### config.mk
export PLATFORM = sky130hd
export DESIGN_NAME = rib_rr_arbiter
export DESIGN_NICKNAME = d
export VERILOG_FILES = /design/src/rtl/rib_rr_arbiter.sv
export SDC_FILE = /design/constraint.sdc
export NUM_CORES = 1
export LEC_CHECK = 0
export BUFFER_PORTS_ARGS = -buffer_cell sky130_fd_sc_hd__buf_4
export CORE_AREA = 2 2 157 159
export CTS_BUF_LIST = sky130_fd_sc_hd__clkbuf_2 sky130_fd_sc_hd__clkbuf_4 sky130_fd_sc_hd__clkbuf_8
export DETAILED_ROUTE_END_ITERATION = 7
export DIE_AREA = 0 0 159 161
export GPL_ROUTABILITY_DRIVEN = 0
export GPL_TIMING_DRIVEN = 0
export PLACE_DENSITY = 0.45
export SETUP_SLACK_MARGIN = 0.3
export SLEW_MARGIN = 20
export SYNTH_ARGS = -nofsm -noshare
export SYNTH_HDL_FRONTEND = slang
export SYNTH_SLANG_ARGS = --single-unit
### constraint.sdc
create_clock -name clk_i -period 5.7 [get_ports clk_i]
set_clock_uncertainty 0.1 [all_clocks]
set_input_delay 0.285 -clock clk_i [delete_from_list [all_inputs] [get_ports clk_i]]
set_output_delay 0.285 -clock clk_i [all_outputs]
set_load 0.05 [all_outputs]
### src/rtl/rib_rr_arbiter.sv
// rtl/rib_rr_arbiter.sv - round-robin RIB bus arbiter with a strict-priority master class
// One transaction per grant. The grant holds until slave ready, timeout or the master drops its request.

module rib_rr_arbiter #(
    parameter int                    N_MASTER  = 4,
    parameter logic [N_MASTER-1:0]   PRIO_MASK = 4'b1100,
    parameter logic [N_MASTER-1:0]   CORE_MASK = 4'b0011,
    parameter int                    TIMEOUT   = 255,
    parameter int                    ADDR_W    = 32,
    parameter int                    DATA_W    = 32
) (
    input  logic                               clk_i,
    input  logic                               rst_ni,
    input  logic [N_MASTER-1:0]                m_req_i,
    input  logic [N_MASTER-1:0]                m_we_i,
    input  logic [N_MASTER-1:0][ADDR_W-1:0]    m_addr_i,
    input  logic [N_MASTER-1:0][DATA_W-1:0]    m_data_i,
    output logic [DATA_W-1:0]                  m_data_o,
    output logic [N_MASTER-1:0]                m_ready_o,
    output logic [N_MASTER-1:0]                m_err_o,
    output logic                               s_req_o,
    output logic                               s_we_o,
    output logic [ADDR_W-1:0]                  s_addr_o,
    output logic [DATA_W-1:0]                  s_data_o,
    input  logic [DATA_W-1:0]                  s_data_i,
    input  logic                               s_ready_i,
    output logic                               hold_o,
    output logic [$clog2(N_MASTER)-1:0]        grant_o
);

    localparam int GW = $clog2(N_MASTER);

    typedef enum logic {
        IDLE,
        BUSY
    } state_e;

    state_e          state_q, state_d;
    logic [GW-1:0]   grant_q, grant_d;
    logic [GW-1:0]   ptr_q, ptr_d;
    logic [15:0]     cnt_q, cnt_d;

    logic [N_MASTER-1:0] prio_req;
    logic [N_MASTER-1:0] cand;
    logic [GW-1:0]       winner;
    logic                found;
    logic [GW:0]         idx;
    logic [GW-1:0]       ptr_next;

    // Rotating first-set search over the candidate set, starting at ptr.
    always_comb begin
        prio_req = m_req_i & PRIO_MASK;
        cand     = (prio_req != '0) ? prio_req : m_req_i;
        winner   = '0;
        found    = 1'b0;
        idx      = '0;
        for (int i = 0; i < N_MASTER; i++) begin
            idx = {1'b0, ptr_q} + (GW+1)'(i);
            if (idx >= (GW+1)'(N_MASTER)) begin
                idx = idx - (GW+1)'(N_MASTER);
            end
            if (!found && cand[idx[GW-1:0]]) begin
                found  = 1'b1;
                winner = idx[GW-1:0];
            end
        end
    end

    always_comb begin
        if (grant_q == GW'(N_MASTER - 1)) begin
            ptr_next = '0;
        end else begin
            ptr_next = grant_q + GW'(1);
        end
    end

    always_comb begin
        state_d   = state_q;
        grant_d   = grant_q;
        ptr_d     = ptr_q;
        cnt_d     = cnt_q;
        s_req_o   = 1'b0;
        s_we_o    = 1'b0;
        s_addr_o  = '0;
        s_data_o  = '0;
        m_data_o  = '0;
        m_ready_o = '0;
        m_err_o   = '0;
        hold_o    = 1'b0;

        case (state_q)
            IDLE: begin
                if (found) begin
                    grant_d = winner;
                    cnt_d   = '0;
                    state_d = BUSY;
                end
            end
            BUSY: begin
                s_req_o  = m_req_i[grant_q];
                s_we_o   = m_we_i[grant_q];
                s_addr_o = m_addr_i[grant_q];
                s_data_o = m_data_i[grant_q];
                hold_o   = ~CORE_MASK[grant_q];
                // Slave ready outranks the timeout when both land in the same cycle.
                if (!m_req_i[grant_q]) begin
                    state_d = IDLE;
                    ptr_d   = ptr_next;
                end else if (s_ready_i) begin
                    m_ready_o[grant_q] = 1'b1;
                    m_data_o           = s_data_i;
                    state_d            = IDLE;
                    ptr_d              = ptr_next;
                end else if (cnt_q == 16'(TIMEOUT - 1)) begin
                    m_ready_o[grant_q] = 1'b1;
                    m_err_o[grant_q]   = 1'b1;
                    state_d            = IDLE;
                    ptr_d              = ptr_next;
                end else begin
                    cnt_d = cnt_q + 16'd1;
                end
            end
            default: begin
                state_d = IDLE;
            end
        endcase
    end

    always_ff @(posedge clk_i or negedge rst_ni) begin
        if (!rst_ni) begin
            state_q <= IDLE;
            grant_q <= '0;
            ptr_q   <= '0;
            cnt_q   <= '0;
        end else begin
            state_q <= state_d;
            grant_q <= grant_d;
            ptr_q   <= ptr_d;
            cnt_q   <= cnt_d;
        end
    end

    assign grant_o = grant_q;

endmodule

==> results of run 1 <==
synth_stat cells, types with 2 or more instances:
| cell type | count | share of area [%] |
|---|---|---|
| sky130_fd_sc_hd__inv_1 | 6 | 0.65 |
| sky130_fd_sc_hd__dfrtp_1 | 21 | 15 |
| sky130_fd_sc_hd__ha_1 | 6 | 2.2 |
| sky130_fd_sc_hd__mux2i_1 | 2 | 0.57 |
| sky130_fd_sc_hd__nand2_1 | 8 | 0.86 |
| sky130_fd_sc_hd__clkbuf_1 | 18 | 1.9 |
| sky130_fd_sc_hd__nand4_1 | 4 | 0.72 |
| sky130_fd_sc_hd__or3_1 | 7 | 1.3 |
| sky130_fd_sc_hd__o21ai_0 | 14 | 2.0 |
| sky130_fd_sc_hd__buf_2 | 7 | 1.0 |
| sky130_fd_sc_hd__mux2_1 | 2 | 0.65 |
| sky130_fd_sc_hd__o31ai_1 | 2 | 0.43 |
| sky130_fd_sc_hd__nor2_1 | 10 | 1.1 |
| sky130_fd_sc_hd__buf_4 | 4 | 0.86 |
| sky130_fd_sc_hd__buf_1 | 4 | 0.43 |
| sky130_fd_sc_hd__o2111ai_1 | 3 | 0.75 |
| sky130_fd_sc_hd__xor2_1 | 4 | 1.0 |
| sky130_fd_sc_hd__nand3_1 | 10 | 1.4 |
| sky130_fd_sc_hd__mux4_2 | 66 | 43 |
| sky130_fd_sc_hd__nor3_2 | 2 | 0.57 |
| sky130_fd_sc_hd__and3_1 | 33 | 5.9 |
| sky130_fd_sc_hd__a21oi_1 | 8 | 1.1 |
| sky130_fd_sc_hd__nor3_1 | 2 | 0.29 |
| sky130_fd_sc_hd__and2_1 | 76 | 14 |
| sky130_fd_sc_hd__o211ai_1 | 4 | 0.86 |
power by group:
part	internal, mW	leakage [nW]	switching, mW
clock	0.0545	0.0262	0.0490
sequential	0.174	0.281	0.0251
combinational	1.18	3.11	1.99
total	1.41	3.42	2.06
through the flow:
stage / worst slack (ps) / power [mW] / hold WS, ps / utilization, %
floorplan: 2800 / 2.37 / -111 / -
global placement: 2990 / 3.42 / 104 / 29.0
CTS: 2690 / 3.52 / 214 / 29.2
global route: 2620 / 3.66 / 242 / 29.2
finish: 2790 / 3.47 / 225 / 29.2
detailed placement: 2990 / 3.41 / 99.0 / 29.0
worst max-delay path: cells and delay by family, from the launching register on:
kind                   cells  cell delay, ps
buffers and inverters      3            1140
multiplexers               1             510
flip-flops                 1             400
AND/OR/NAND/NOR            1             200
repair_timing:
action	in CTS	in global routing
resized for setup	0	0
hold endpoints to repair	21	0
hold buffers	1	0
cell families after synthesis:
kind of cell	count (synthesis)
adders and majority gates	6
xor gates and xnor gates	4
AOI/OAI and AO/OA	36
buffers and inverters	39
and+or+nand+nor	156
muxes	70
DFF	21
metal layers:
| layer | up-vias | part of all wire [%] |
|---|---|---|
| met5 | - | 0.059 |
| met4 | 2 | 1.3 |
| met3 | 14 | 5.7 |
| met2 | 170 | 50 |
| met1 | 2268 | 43 |
| li1 | 2109 | - |
flip-flops by register name (all words and copies together), names as in the netlist:
register  count
cnt_q        16
grant_o       2
ptr_q         2
state_q       1
area by class of cell:
class / count / area share [%]
inverter: 6 / 0.322
tap: 324 / 5.79
sequential: 21 / 7.51
buffer: 33 / 2.11
clock buffer: 4 / 0.697
antenna: 1 / 0.0358
timing repair buffer: 407 / 43.7
multi-input combinational: 272 / 39.8
path summary, 6_finish.rpt:
path | endpoint | slack (ps) | depth (start not counted)
min in group asynchronous | cnt_q[0] | 340 | 2
max reg2reg | ptr_q[1] | 3540 | 6
max in group asynchronous | cnt_q[15] | 4930 | 2
max | s_addr_o[23] | 2790 | 5
min reg2reg | ptr_q[1] | 430 | 1
min | grant_o[0] | 220 | 3
==> impl_summary.md, run 1 <==
Worst hold path
The min-delay analysis places its worst path in the category in2reg. The critical hold path startpoint is m_req_i[3].

Yosys
The post-synthesis simple-gate area fraction is 26.8%. Counting distinct cell types in the post-synthesis netlist gives 34. After synthesis the netlist holds a flip-flop and latch count of 21. Of the total synthesized cell area, the portion taken by XOR and XNOR cells is 1.01%.

The mux contribution to synthesized area is 43.9%. The leading register cell type out of synthesis is sky130_fd_sc_hd__dfrtp_1. The number of enable flip-flop cells after synthesis is 0.

In this run the cell area of the synthesized design comes to 0.00348 mm². By area, the combinational part of the netlist is dominated by multiplexers. The warning count from the yosys run is 0. Counting flops with an async set or reset pin after synthesis yields a share of 100%. Synthesis produced a netlist with a net count of 637. The average instance area after synthesis is 10.5 µm². The synthesized netlist devotes 6.25% of its cell area to compound gates. The synthesized netlist devotes 2.15% of its cell area to adder and majority cells. The sequential area share after synthesis is 15.1%.

The cell count after synthesis came out at 332.

STA
The shortest period the worst path allows is 2910 ps. Headroom to the max-slew limit came out at 33.7%. Setup repair after global routing left no endpoint under its margin. Setup violations remaining at the end of the flow were counted as 0.

The count of final hold-check violations is 0. The final clock period utilization by the worst path is 51.1%. The max-slew violation count is 0. Adding up every negative setup slack in the final design gives 0 ps. For the pin with the worst max-slew slack, the measured transition is 995 ps. The highest attainable clock frequency is 0.343 GHz.

Drt
The average wire per standard cell is 20.5 µm. The per-cell via count in the routed design is 4.27. The remaining design rule violation count is 0. The total routed wirelength is 21,900 µm. The total number of vias is 4,563. The residual antenna-violating net count after detailed routing is 0. The violation count after the first detailed-routing iteration is 249. The first TritonRoute pass finished after 4 iterations.

Cells and area
Cells with a size suffix above 1 make up 65.8% of the layout. The footprint of the flip-flops and latches is 526 µm². The area taken by multi-input logic gates is 0.00279 mm².

After the last flow step, the layout net total stands at 1,049. The post-synthesis to final-layout area growth is 101%. Counting the fill cells in the layout gives 2,634. After the flow finishes, the layout carries non-filler instances totaling 1,068. The library cell used most frequently in the layout, excluding fill and tap cells, is sky130_fd_sc_hd__buf_4. The final design area excluding fillers is 0.00700 mm². Leaving out fill and tap cells, the most frequent cells in the layout are 410 x sky130_fd_sc_hd__buf_4, 76 x sky130_fd_sc_hd__and2_1, 66 x sky130_fd_sc_hd__mux4_2, 33 x sky130_fd_sc_hd__and3_1, 21 x sky130_fd_sc_hd__dfrtp_1.

Critical path
Tracing the worst setup path back leads to its startpoint at grant_o[1]. The element type at the critical path end is an output port. The worst endpoint data arrival time is 2530 ps. The largest fanout on the critical path is 10.

The maximum single-stage delay on the critical path is 750 ps. By instance count, the cell type seen most on the critical path is sky130_fd_sc_hd__buf_4. The startpoint of the worst-slack reg-to-reg timing path is grant_o[0]. The critical path is of the reg2out type. The cell type of the slowest stage on the worst timing path is sky130_fd_sc_hd__clkbuf_1. STA classifies the critical path startpoint as a flop. The required arrival time at the worst endpoint is 5320 ps.

The critical path goes through buf_4 -> clkbuf_1 -> mux4_2 -> and2_1 -> buf_4.

CTS
The clock passes through at most 2 buffers. The number of buffers inserted during clock tree synthesis is 3. The maximum level of the CTS H-tree is 1. Clock latency on the worst-skew pair, taken at its later pin, is 260 ps.

The count of buffers added by post-CTS timing repair for setup is 0. For this design, the sink count on the clock tree is 21. The clock root buffer is sky130_fd_sc_hd__clkbuf_8.

After clock tree synthesis, the clock-pin slew on the worst setup and hold paths is 80 ps. The CTS tree is yes.

Global route
The combined global-route utilization of all metal layers is 16.0%. The met2 demand-to-capacity share in global routing is 27.8%. The initial antenna violation count is 2. The first global-routing pass estimated 31,200 µm of wire.

The met3 track demand over resource in global routing is 2.95%. The number of global-route vias before repair is 4,687. For this run, global-route usage on met1 was measured as 21.2%. The busiest metal layer after global routing is met2.

Entering global routing, the biggest net connects 22 pins. After global routing the overflow that remains totals 0.

Power
For this design the ratio of total power to cell area is 496 mW/mm². The reported leakage power is 3.42 nW. The maximum ir drop on the vdd rail is 317 µV.

Run
The tool flagged a number of max-cap violations equal to 0.

Floorplanning
408 I/O pins were placed. For this configuration, the core starts out at a cell density of 14.5%. The die covers 0.0256 mm². In this run the vertical extent of the chip is 161 µm. The horizontal die dimension is 159 µm. The total number of placement rows is 57. The floorplan step defined a core boundary enclosing 0.0240 mm².

Place
The count of input and output buffers is 406. The number of placed instances, taps included, is 1,062. The placed instances occupy a cell area of 0.00694 mm². The detailed placer's ending HPWL is 19,200 µm.

Outcome
The run finished with clean final reports.
No activity file was read; power rests on OpenSTA's default activity.
==> run 2, diff against run 1 <==
Settings changed: CORE_AREA 2 2 157 159 to 2 2 159 161, DIE_AREA 0 0 159 161 to 0 0 161 163, PLACE_DENSITY 0.45 to 0.44.
Clock period 5.7 ns to 2.8 ns, I/O delays scaled along.
==> run 2 against run 1 <==
Against the previous run: design area up 2.5%; setup slack got worse by 2400 ps; global-route usage grew 0.22 points; register-to-register slack worse by 2800 ps; critical path depth up 2; utilization down 0.12 points.
==> impl_summary.md, run 2 (same netlist as run 1, synthesis figures left out) <==
Critical path
The capture point of the critical path is m_ready_o[2] (was s_addr_o[23]). The kind of start point of the critical path is a flop (unchanged). The required arrival time at the worst endpoint is 2560 ps (was 5320 ps).

The depth of the worst register-to-register path is 7 (was 6). The critical setup path kind is reg2out (unchanged). The startpoint of the worst-slack reg-to-reg timing path is grant_o[0] (unchanged). The element type at the critical path end was an output port (unchanged). The reg2reg setup slack is 710 ps (was 3540 ps). The worst setup path startpoint is grant_o[0] (was grant_o[1]). The largest fanout on the critical path was 10 (unchanged). The worst endpoint data arrival time came to 2170 ps (was 2530 ps). The terminus of the critical flop-to-flop path is cnt_q[6] (was ptr_q[1]).

CTS
The maximum root-to-sink buffer count is 2 (unchanged). The number of buffers inserted during clock tree synthesis is 3 (unchanged). The clock-pin slew of the registers on the worst-case setup and hold paths is 80 ps (about the same). The clock root buffer is sky130_fd_sc_hd__clkbuf_8 (unchanged).

The source-to-sink clock delay at the later pin of the worst-skew pair was 260 ps (about the same). The number of clock sinks came to 21 (unchanged). The CTS tree is yes (unchanged).

The maximum level of the CTS H-tree is 1 (unchanged).

Drt
The violation count after the first detailed-routing iteration is 263 (was 249). The remaining design rule violation count came to 0 (unchanged). The total routed wirelength is 22,800 µm (was 21,900 µm). The total number of vias was 4,561 (was 4,563). The residual antenna-violating net count after detailed routing is 0 (unchanged). The total iterations of the first detailed-routing run is 4 (unchanged). The average wire per standard cell is 21.1 µm (was 20.5 µm). The per-cell via count in the routed design was 4.23 (was 4.27).

STA
The highest attainable clock frequency is 0.416 GHz. The number of endpoints failing setup at the final stage is 0 (unchanged). The count of final hold-check violations is 0 (unchanged). The shortest period the worst path allows is 2410 ps.

The max-slew violation count is 0 (unchanged). The worst slew margin relative to its limit is 56.1% (was 33.7%). The actual slew at the worst max-slew pin is 655 ps (was 995 ps). The total negative setup slack is 0 ps (unchanged). The final critical path takes up 85.9% of the cycle. RSZ-0062 raised after global routing: true (was false).

Global route
The number of global-route vias before repair is 4,721 (was 4,687). The wire length of the first global-routing pass is 31,800 µm (was 31,200 µm). The pin count of the biggest net entering global routing is 22 (unchanged). The residual overflow from global routing came to 0 (unchanged).

The combined global-route utilization of all metal layers was 16.2% (was 16.0%). The initial antenna violation count came to 2 (unchanged).

Cells and area
The post-synthesis to final-layout area growth came to 106% (was 101%). The final layout net count is 1,053 (was 1,049). The layout filler cell count was 2,709 (was 2,634). The register ranked first by flip-flop count is cnt_q (unchanged). The proportion of layout cells with a drive suffix above 1 was 68.4% (was 65.8%). The number of flip-flops under the largest register name was 16 (unchanged). The footprint of the flip-flops and latches was 527 µm² (was 526 µm²). The area taken by multi-input logic gates is 0.00282 mm² (was 0.00279 mm²). The most common cell after layout, fill and taps aside is sky130_fd_sc_hd__buf_4 (unchanged). Most used cells in the layout excluding fill and tap cells: 405 x sky130_fd_sc_hd__buf_4, 73 x sky130_fd_sc_hd__and2_1, 66 x sky130_fd_sc_hd__mux4_2, 33 x sky130_fd_sc_hd__and3_1, 20 x sky130_fd_sc_hd__dfrtp_1 (was 410 x sky130_fd_sc_hd__buf_4, 76 x sky130_fd_sc_hd__and2_1, 66 x sky130_fd_sc_hd__mux4_2, 33 x sky130_fd_sc_hd__and3_1, 21 x sky130_fd_sc_hd__dfrtp_1). The final design area excluding fillers is 0.00718 mm² (was 0.00700 mm²).

Place
The detailed placer's ending HPWL came to 20,000 µm (was 19,200 µm). The count of input and output buffers is 406 (unchanged). The standard cell area after detailed placement is 0.00695 mm² (was 0.00694 mm²).

Floorplanning
The placeable core area is 0.0247 mm² (was 0.0240 mm²). The y dimension of the die is 163 µm (was 161 µm). The die footprint is 0.0262 mm² (was 0.0256 mm²). The number of primary I/O pins came to 408 (unchanged). The horizontal die dimension is 161 µm (was 159 µm). The effective utilization at floorplan came to 14.1% (was 14.5%). The total number of placement rows is 58 (was 57).

Power
The power share of the clock group is 2.8% (was 3.0%). The part of the power in combinational logic was 91.6% (was 91.3%). The maximum ir drop on the vdd rail is 401 µV (was 317 µV).

The fraction of power consumed by sequential logic came to 5.7% (about the same). The switching part of the total power was 58.6% (was 59.4%). The net switching power figure is 4.26 mW (was 2.06 mW).

The power density over cell area is 1010 mW/mm² (was 496 mW/mm²). The internal power of the cells is 3.01 mW (was 1.41 mW). The reported leakage power is 3.50 nW (was 3.42 nW).

Outcome
Run status: finished, final reports clean (unchanged).

Run
The count of max-cap constraint violations is 0 (unchanged).

Worst hold path
The class of the tightest hold or removal check was in2reg (unchanged). The critical hold path startpoint is m_req_i[3] (unchanged).
==> run 2: cell types whose count changed in the layout (fill, tap and decap cells not counted), sizes merged <==
cell and change:
buf +5, clkbuf -2, clkinv +1, diode +1
==> run 2: how the worst min path moves through the flow <==
stage | endpoint | slack [ps] | cells after the start
2_1_floorplan | cnt_q[0] | -260 | 0
3_3_place_gp | cnt_q[8] | -50 | 1
3_5_place_dp | cnt_q[12] | -50 | 1
4_1_cts | grant_o[0] | 110 | 3
5_1_grt | grant_o[0] | 120 | 3
6_report | grant_o[0] | 110 | 3
==> run 2: layout make-up <==
class	instances	share of cell area, %
diodes	2	0.0697
plain buffers	33	3.00
clock buffers	3	0.575
clock inverters	1	0.0697
inverters	6	0.314
multi-input cells	272	39.2
flip-flops and latches	21	7.34
well taps	330	5.75
repair buffers	411	43.7
==> run 2: what timing repair did <==
action / 4_1_cts / 5_1_grt
endpoints found under the hold margin: 21 / 0
pin swaps: 0 / 2
hold buffers: 1 / 0
gates resized for setup: 19 / 36
buffers inserted: 0 / 4
setup endpoints to repair: 75 / 72
==> run 2: worst max-delay path, stage by stage (launching register included) <==
cell and delay, ps:
sky130_fd_sc_hd__dfrtp_2 410, sky130_fd_sc_hd__buf_8 150, sky130_fd_sc_hd__mux4_2 480, sky130_fd_sc_hd__and2_1 170, sky130_fd_sc_hd__buf_6 140, sky130_fd_sc_hd__a21boi_2 190
sky130_fd_sc_hd__and2_1 200, sky130_fd_sc_hd__buf_6 150
==> run 2: power groups by stage <==
stage	logic, mW	registers [mW]	clock network, mW
5_1_grt	6.98	0.418	0.224
3_5_place_dp	6.53	0.417	0
3_3_place_gp	6.54	0.416	0
2_1_floorplan	4.37	0.452	0
4_1_cts	6.62	0.413	0.205
6_report	6.66	0.411	0.200
==> run 2: metal layers <==
metal	up-vias	GRT usage, %	share of wire [%]	wire (µm)
li1	2117	-	-	-
met2	171	29.0	51	11600
met4	0	2.76	1.4	325
met5	-	0	0	0
met3	10	2.90	6.4	1450
met1	2263	20.6	41	9420
==> run 2: per-stage QoR <==
| step | setup slack [ps] | power (mW) | cells | utilization [%] | hold slack [ps] |
|---|---|---|---|---|---|
| finish | 393 | 7.27 | 1079 | 29.1 | 108 |
| global route | 273 | 7.62 | 1079 | 29.1 | 121 |
| CTS | 215 | 7.23 | 1073 | 28.6 | 110 |
| detailed placement | 228 | 6.94 | 1068 | 28.2 | -46.5 |
| global placement | 240 | 6.95 | 1068 | 28.2 | -48.4 |
| floorplan | 345 | 4.82 | 332 | - | -256 |
